`src/rtl/cnn_pkg.sv`:
```
// Shared types and image geometry for the CNN front end (window generator and line buffers).
package cnn_pkg;

  localparam int IMG_W = 28;
  localparam int IMG_H = 28;
  localparam int K     = 5;
  localparam int DW    = 8;

  localparam int COL_W = $clog2(IMG_W);
  localparam int ROW_W = $clog2(IMG_H);

  typedef logic signed [DW-1:0] pixel_t;
  typedef logic [COL_W-1:0]     col_t;
  typedef logic [ROW_W-1:0]     row_t;

  typedef enum logic {FILL, RUN} lb_state_t;

  // Raster positions that matter to the window generator.
  localparam col_t LAST_COL      = col_t'(IMG_W - 1);
  localparam row_t LAST_ROW      = row_t'(IMG_H - 1);
  localparam col_t WIN_MIN_COL   = col_t'(K - 1);
  localparam row_t FILL_LAST_ROW = row_t'(K - 2);

endpackage

```
`src/rtl/linebuf_row.sv`:
```
// One image row of delay: circular RAM read and written at the same column pointer.
module linebuf_row
  import cnn_pkg::*;
(
  input  logic   clk,
  input  logic   wr_en,
  input  col_t   ptr,
  input  pixel_t din,
  output pixel_t dout
);

  pixel_t mem [IMG_W];

  // Read returns the pixel stored one row ago at this column, before it is overwritten.
  assign dout = mem[ptr];

  // NOTE: storage RAM carries no reset; every entry is rewritten before it can feed a valid window.
  always_ff @(posedge clk) begin
    if (wr_en) mem[ptr] <= din;
  end

endmodule

```
`src/rtl/conv_window_linebuf.sv`:
```
// Streaming 5x5 sliding-window generator over a raster 28x28 image.
// Optional: define LINEBUF_OVERRUN_CHK_EN to add the sticky overrun_err output.
module conv_window_linebuf
  import cnn_pkg::*;
(
  input  logic   clk,
  input  logic   rst,
  input  pixel_t pixel_in,
  input  logic   pixel_valid,
  input  logic   frame_start,
  output pixel_t data_out_0,  output pixel_t data_out_1,  output pixel_t data_out_2,
  output pixel_t data_out_3,  output pixel_t data_out_4,  output pixel_t data_out_5,
  output pixel_t data_out_6,  output pixel_t data_out_7,  output pixel_t data_out_8,
  output pixel_t data_out_9,  output pixel_t data_out_10, output pixel_t data_out_11,
  output pixel_t data_out_12, output pixel_t data_out_13, output pixel_t data_out_14,
  output pixel_t data_out_15, output pixel_t data_out_16, output pixel_t data_out_17,
  output pixel_t data_out_18, output pixel_t data_out_19, output pixel_t data_out_20,
  output pixel_t data_out_21, output pixel_t data_out_22, output pixel_t data_out_23,
  output pixel_t data_out_24,
  output logic   valid_out_buf,
`ifdef LINEBUF_OVERRUN_CHK_EN
  output logic   overrun_err,
`endif
  output logic   frame_done
);

  row_t      row_q, cur_row;
  col_t      col_q, cur_col;
  lb_state_t state_q, state_d;
  logic      restart, last_pix, win_hit;
  pixel_t    lb_in  [K-1];
  pixel_t    lb_out [K-1];
  pixel_t    new_col[K];
  pixel_t    win_q  [K*K];

  // NOTE: every signal driven here gets a default first so no path leaves it unassigned (no latches).
  always_comb begin
    restart  = pixel_valid && frame_start;
    cur_row  = restart ? '0 : row_q;
    cur_col  = restart ? '0 : col_q;
    last_pix = pixel_valid && !frame_start && (row_q == LAST_ROW) && (col_q == LAST_COL);
    win_hit  = pixel_valid && !frame_start && (state_q == RUN) && (col_q >= WIN_MIN_COL);

    state_d = state_q;
    if (restart) begin
      state_d = FILL;
    end else if (pixel_valid) begin
      if (last_pix)                                          state_d = FILL;
      else if (row_q == FILL_LAST_ROW && col_q == LAST_COL)  state_d = RUN;
    end

    new_col[K-1] = pixel_in;
    for (int r = 0; r < K-1; r++) new_col[r] = lb_out[K-2-r];
  end

  // Line buffer i delays by i+1 rows; a resync rewrites from column 0.
  assign lb_in[0] = pixel_in;
  for (genvar i = 1; i < K-1; i++) begin : g_chain
    assign lb_in[i] = lb_out[i-1];
  end

  for (genvar i = 0; i < K-1; i++) begin : g_lb
    linebuf_row u_row (
      .clk   (clk),
      .wr_en (pixel_valid),
      .ptr   (cur_col),
      .din   (lb_in[i]),
      .dout  (lb_out[i])
    );
  end

  // NOTE: sequential state uses non-blocking assignments so all registers update from pre-edge values.
  always_ff @(posedge clk or posedge rst) begin
    if (rst) begin
      row_q         <= '0;
      col_q         <= '0;
      state_q       <= FILL;
      valid_out_buf <= 1'b0;
      frame_done    <= 1'b0;
      for (int i = 0; i < K*K; i++) win_q[i] <= '0;
    end else begin
      state_q       <= state_d;
      valid_out_buf <= win_hit;
      frame_done    <= last_pix;
      if (pixel_valid) begin
        if (cur_col == LAST_COL) begin
          col_q <= '0;
          row_q <= (cur_row == LAST_ROW) ? '0 : cur_row + 1'b1;
        end else begin
          col_q <= cur_col + 1'b1;
          row_q <= cur_row;
        end
        for (int r = 0; r < K; r++) begin
          for (int c = 0; c < K-1; c++) win_q[r*K+c] <= win_q[r*K+c+1];
          win_q[r*K+K-1] <= new_col[r];
        end
      end
    end
  end

`ifdef LINEBUF_OVERRUN_CHK_EN
  // Sticky: a pixel pushed into a finished frame, or a resync landing mid-frame.
  always_ff @(posedge clk or posedge rst) begin
    if (rst) begin
      overrun_err <= 1'b0;
    end else if ((pixel_valid && !frame_start && frame_done) ||
                 (restart && (row_q != '0 || col_q != '0))) begin
      overrun_err <= 1'b1;
    end
  end
`else
  // No overrun tracking in this build.
`endif

  assign data_out_0  = win_q[0];   assign data_out_1  = win_q[1];   assign data_out_2  = win_q[2];
  assign data_out_3  = win_q[3];   assign data_out_4  = win_q[4];   assign data_out_5  = win_q[5];
  assign data_out_6  = win_q[6];   assign data_out_7  = win_q[7];   assign data_out_8  = win_q[8];
  assign data_out_9  = win_q[9];   assign data_out_10 = win_q[10];  assign data_out_11 = win_q[11];
  assign data_out_12 = win_q[12];  assign data_out_13 = win_q[13];  assign data_out_14 = win_q[14];
  assign data_out_15 = win_q[15];  assign data_out_16 = win_q[16];  assign data_out_17 = win_q[17];
  assign data_out_18 = win_q[18];  assign data_out_19 = win_q[19];  assign data_out_20 = win_q[20];
  assign data_out_21 = win_q[21];  assign data_out_22 = win_q[22];  assign data_out_23 = win_q[23];
  assign data_out_24 = win_q[24];

endmodule

```
`config.mk`:
```
export PLATFORM = sky130hd
export DESIGN_NAME = conv_window_linebuf
export DESIGN_NICKNAME = d
export VERILOG_FILES = /design/src/rtl/cnn_pkg.sv /design/src/rtl/linebuf_row.sv /design/src/rtl/conv_window_linebuf.sv
export SDC_FILE = /design/constraint.sdc
export NUM_CORES = 1
export LEC_CHECK = 0
export CAP_MARGIN = 25
export CELL_PAD_IN_SITES_DETAIL_PLACEMENT = 0
export CELL_PAD_IN_SITES_GLOBAL_PLACEMENT = 1
export CORE_MARGIN = 2
export CORE_UTILIZATION = 35
export DETAILED_ROUTE_END_ITERATION = 8
export PLACE_DENSITY = 0.71
export SYNTH_ARGS = -nofsm -noshare
export SYNTH_HDL_FRONTEND = slang
export SYNTH_HIERARCHICAL = 1
export SYNTH_SLANG_ARGS = --single-unit
export TNS_END_PERCENT = 20
```
`constraint.sdc`:
```
create_clock -name clk -period 6.95 [get_ports clk]
set_clock_uncertainty 0.15 [all_clocks]
set_input_delay 1.39 -clock clk [delete_from_list [all_inputs] [get_ports clk]]
set_output_delay 1.39 -clock clk [all_outputs]
set_load 0.01 [all_outputs]
```
==> flow_summary_export.csv <==
group,metric,value,unit
run_status,status,"finished, final reports clean",
yosys,synthFlopType,"edfxtp_1",
global_routing,antenna_found_initial,3,
routing,drt_pass1_iterations,5,
yosys,synth_fa_ha_area_frac,0.000566,
hold_path,worst_hold_path_type,"reg -> reg",
clock_network,cts_setup_buffers,0,
yosys,synth_compound_area_frac,0.0248,
floorplanning,num_rows,130,
routing,totalWireLength,97900,microns
layout,nNetsFinal,2624,
yosys,yosysSeqAreaShare,0.728,
sta,setup_viol,0,
layout,nFillCells,11000,
setup_path,start_kind,"input port",
clock_network,root_buffer,"clkbuf_16",
global_routing,overflow,0,
setup_path,criticalPathCategory,"in -> reg",
setup_path,cp_slowest_cell,"or3_1",
layout,regMostFlops,"g_lb.u_row/mem",
layout,largest_reg_flops,896,
sta,period_minus_slack,5190,ps
setup_path,reg2reg_slack,3130,ps
layout,postLayoutCoreUtil,0.413,
yosys,synth_area,44200,sq um
clock_network,clk_latency,680,ps
placement,numPortBuffers,213,
layout,drive_above_1_share,0.224,
yosys,yosysWarnings,6,
placement,hpwl,61400,microns
yosys,ys_seq_elements,1109,
yosys,synthDistinctLibCells,57,
sta,rsz0062_at_grt,"false",
yosys,yosys.area.top_type_share,0.608,
layout,areaGrowthSynthToFinish,17.2,%
routing,drt_iter0_drc,1997,
clock_network,cts_sinks,1109,
sta,tightest_slew,1040,ps
floorplanning,die_width,360,microns
sta,final_hold_viol_count,0,
clock_network,h-tree-depth,3,
global_routing,grt_max_degree,130,
job,maxCapViolCount,0,
setup_path,critical_path_required,7350,ps
global_routing,grt_pass1_wl,150000,microns
clock_network,clock_path_buffers,3,
layout,diodes,0,
yosys,netlist_top_cells_count,"896 x edfxtp_1, 213 x dfrtp_1, 180 x mux2_4",
sta,max-slew-margin-rel,0.307,
clock_network,ctsResizeCount,0,
yosys,synthMuxAreaShare,0.177,
setup_path,crit_fanout,29,
yosys,avgSynthCellArea,19.0,sq um
yosys,synth_area_leaders,"edfxtp_1 61%, dfrtp_1 12%, mux4_2 6.9%",
pwr,power_density,394,nW/um^2
setup_path,worstSetupEndpointType,"register",
clock_network,ctsHoldBuffers,0,
placement,placed_cells,4143,
clock_network,clkTransAtPathRegs,60,ps
global_routing,grt_pass1_vias,23400,
pwr,peakVddDrop,230,uV
routing,routedWlPerCell,22.5,microns
layout,final_cells,4355,
routing,drc,0,
yosys,netlist_instances,2329,
yosys,synth_nets,2343,
sta,timing.setup.tns,0,ps
placement,gp_congestion,0.830,
floorplanning,io_pins,214,
routing,vias,22500,
clock_network,cts_made_buffers,108,
sta,min_period_over_period,0.746,
setup_path,crit_path_max_incr_delay,740,ps
yosys,synth_edf_count,896,
setup_path,path_cells,"clkdlybuf4s50_1 > nand2_1 > and2_2 > buf_4 > mux4_2 > nor2b_1 > o21ai_1 > or3_1 > mux2_4",
floorplanning,coreArea,126000,sq um
sta,max_freq,193,MHz
routing,viasPerCell,5.17,
floorplanning,die_area,129000,sq um
yosys,yosysMostFrequentCell,"edfxtp_1",
yosys,synth-xor-area-share,0,
sta,slew_violations,0,
global_routing,grtUsageTotal,0.150,
floorplanning,die_height,360,microns
yosys,async_reset_ff_frac,0.192,
floorplanning,initial_core_util,0.352,
sta,holdWs,356,ps
yosys,synth_top_family_by_area,"multiplexers",
yosys,synthSimpleGateAreaFrac,0.0471,
routing,ant_nets,0,
pwr,p_leak,17.9,nW
clock_network,cts_tree,"done",
yosys,synth.largest_area_cell,"edfxtp_1",
setup_path,crit_arrival,5580,ps
-- power breakdown --
part	total (W)	internal [W]	switching (W)	leakage (nW)
Sequential	0.00927	0.00867	0.000603	10.6
Combinational	0.00546	0.00260	0.00286	5.64
Clock	0.00569	0.00324	0.00245	1.70
Total	0.0204	0.0145	0.00591	17.9
-- through the flow --
stage | cell area (sq um) | setup slack (ps) | total power (W)
4_1_cts | 51700 | 1640 | 0.0206
5_1_grt | 51900 | 1520 | 0.0213
3_5_place_dp | 48300 | 905 | 0.0149
6_report | 51900 | 1760 | 0.0204
2_1_floorplan | 44300 | 2400 | 0.0123
3_3_place_gp | 48200 | 1060 | 0.0147
-- area by class of cell --
| class | count | area (sq um) | area share |
|---|---|---|---|
| Multi-Input combinational cell | 1075 | 11000 | 0.213 |
| Tap cell | 1650 | 2060 | 0.0398 |
| Inverter | 13 | 57.6 | 0.00111 |
| Timing Repair Buffer | 303 | 2980 | 0.0574 |
| Clock inverter | 56 | 477 | 0.00919 |
| Sequential cell | 1109 | 32200 | 0.622 |
| Clock buffer | 149 | 2990 | 0.0577 |
-- path summary, 6_finish.rpt --
check,start,to,cells after the start
max,frame_start,data_out_9[7],9
min,data_out_10[1],data_out_10[1],1
max reg2reg,col_q[3],data_out_9[7],7
min reg2reg,data_out_10[1],data_out_10[1],1
max in group asynchronous,rst,data_out_15[3],3
min in group asynchronous,rst,data_out_3[4],2
-- metal layers --
| layer | vias to the layer above | global-route usage | wire length [microns] | part of all wire |
|---|---|---|---|---|
| met2 | 688 | 0.242 | 47200 | 0.48 |
| li1 | 9827 | - | - | - |
| met3 | 139 | 0.0236 | 5540 | 0.057 |
| met1 | 11800 | 0.211 | 43100 | 0.44 |
| met5 | - | 0 | 2 | 0.000020 |
| met4 | 2 | 0.0380 | 2040 | 0.021 |
-- layout by cell type (no fill, tap or decap), types with 5 or more instances in the layout --
cell type and instances:
mux2_4 180, clkdlybuf4s50_1 212, a221oi_1 24, o21ai_1 39
dfrtp_1 213, bufinv_16 6, buf_12 6, nand3b_1 17
nand2_1 94, inv_1 11, clkbuf_1 30, nor3_1 43
edfxtp_1 896, or3_1 8, and2_1 15, nor2b_1 26
a21oi_1 5, o31a_1 5, clkbuf_8 7, o22ai_1 12
nor3b_2 5, clkinv_2 21, buf_4 74, a22oi_1 49
clkinv_4 6, clkbuf_16 111, or3b_1 12, clkinv_1 16
nand3_1 6, nand4_1 50, nor2_1 94, mux4_2 136
mux2i_1 177, mux2_2 22
-- worst max-delay path: cells and delay by family --
| kind | cells | cell delay, ps |
|---|---|---|
| and+or+nand+nor | 4 | 2040 |
| buffers and inverters | 2 | 1170 |
| muxes | 2 | 810 |
| AOI/OAI and AO/OA | 1 | 100 |
-- cell families (layout without fill, tap and decap cells) --
| logic type | Yosys count | after routing |
|---|---|---|
| multiplexers | 518 | 518 |
| AND/OR/NAND/NOR | 398 | 398 |
| buffers and inverters | 145 | 521 |
| AO/OA/AOI/OAI | 157 | 157 |
| flip-flops | 1109 | 1109 |
| adder cells (fa/ha/maj) | 2 | 2 |
(Power assumes the default switching activity.)
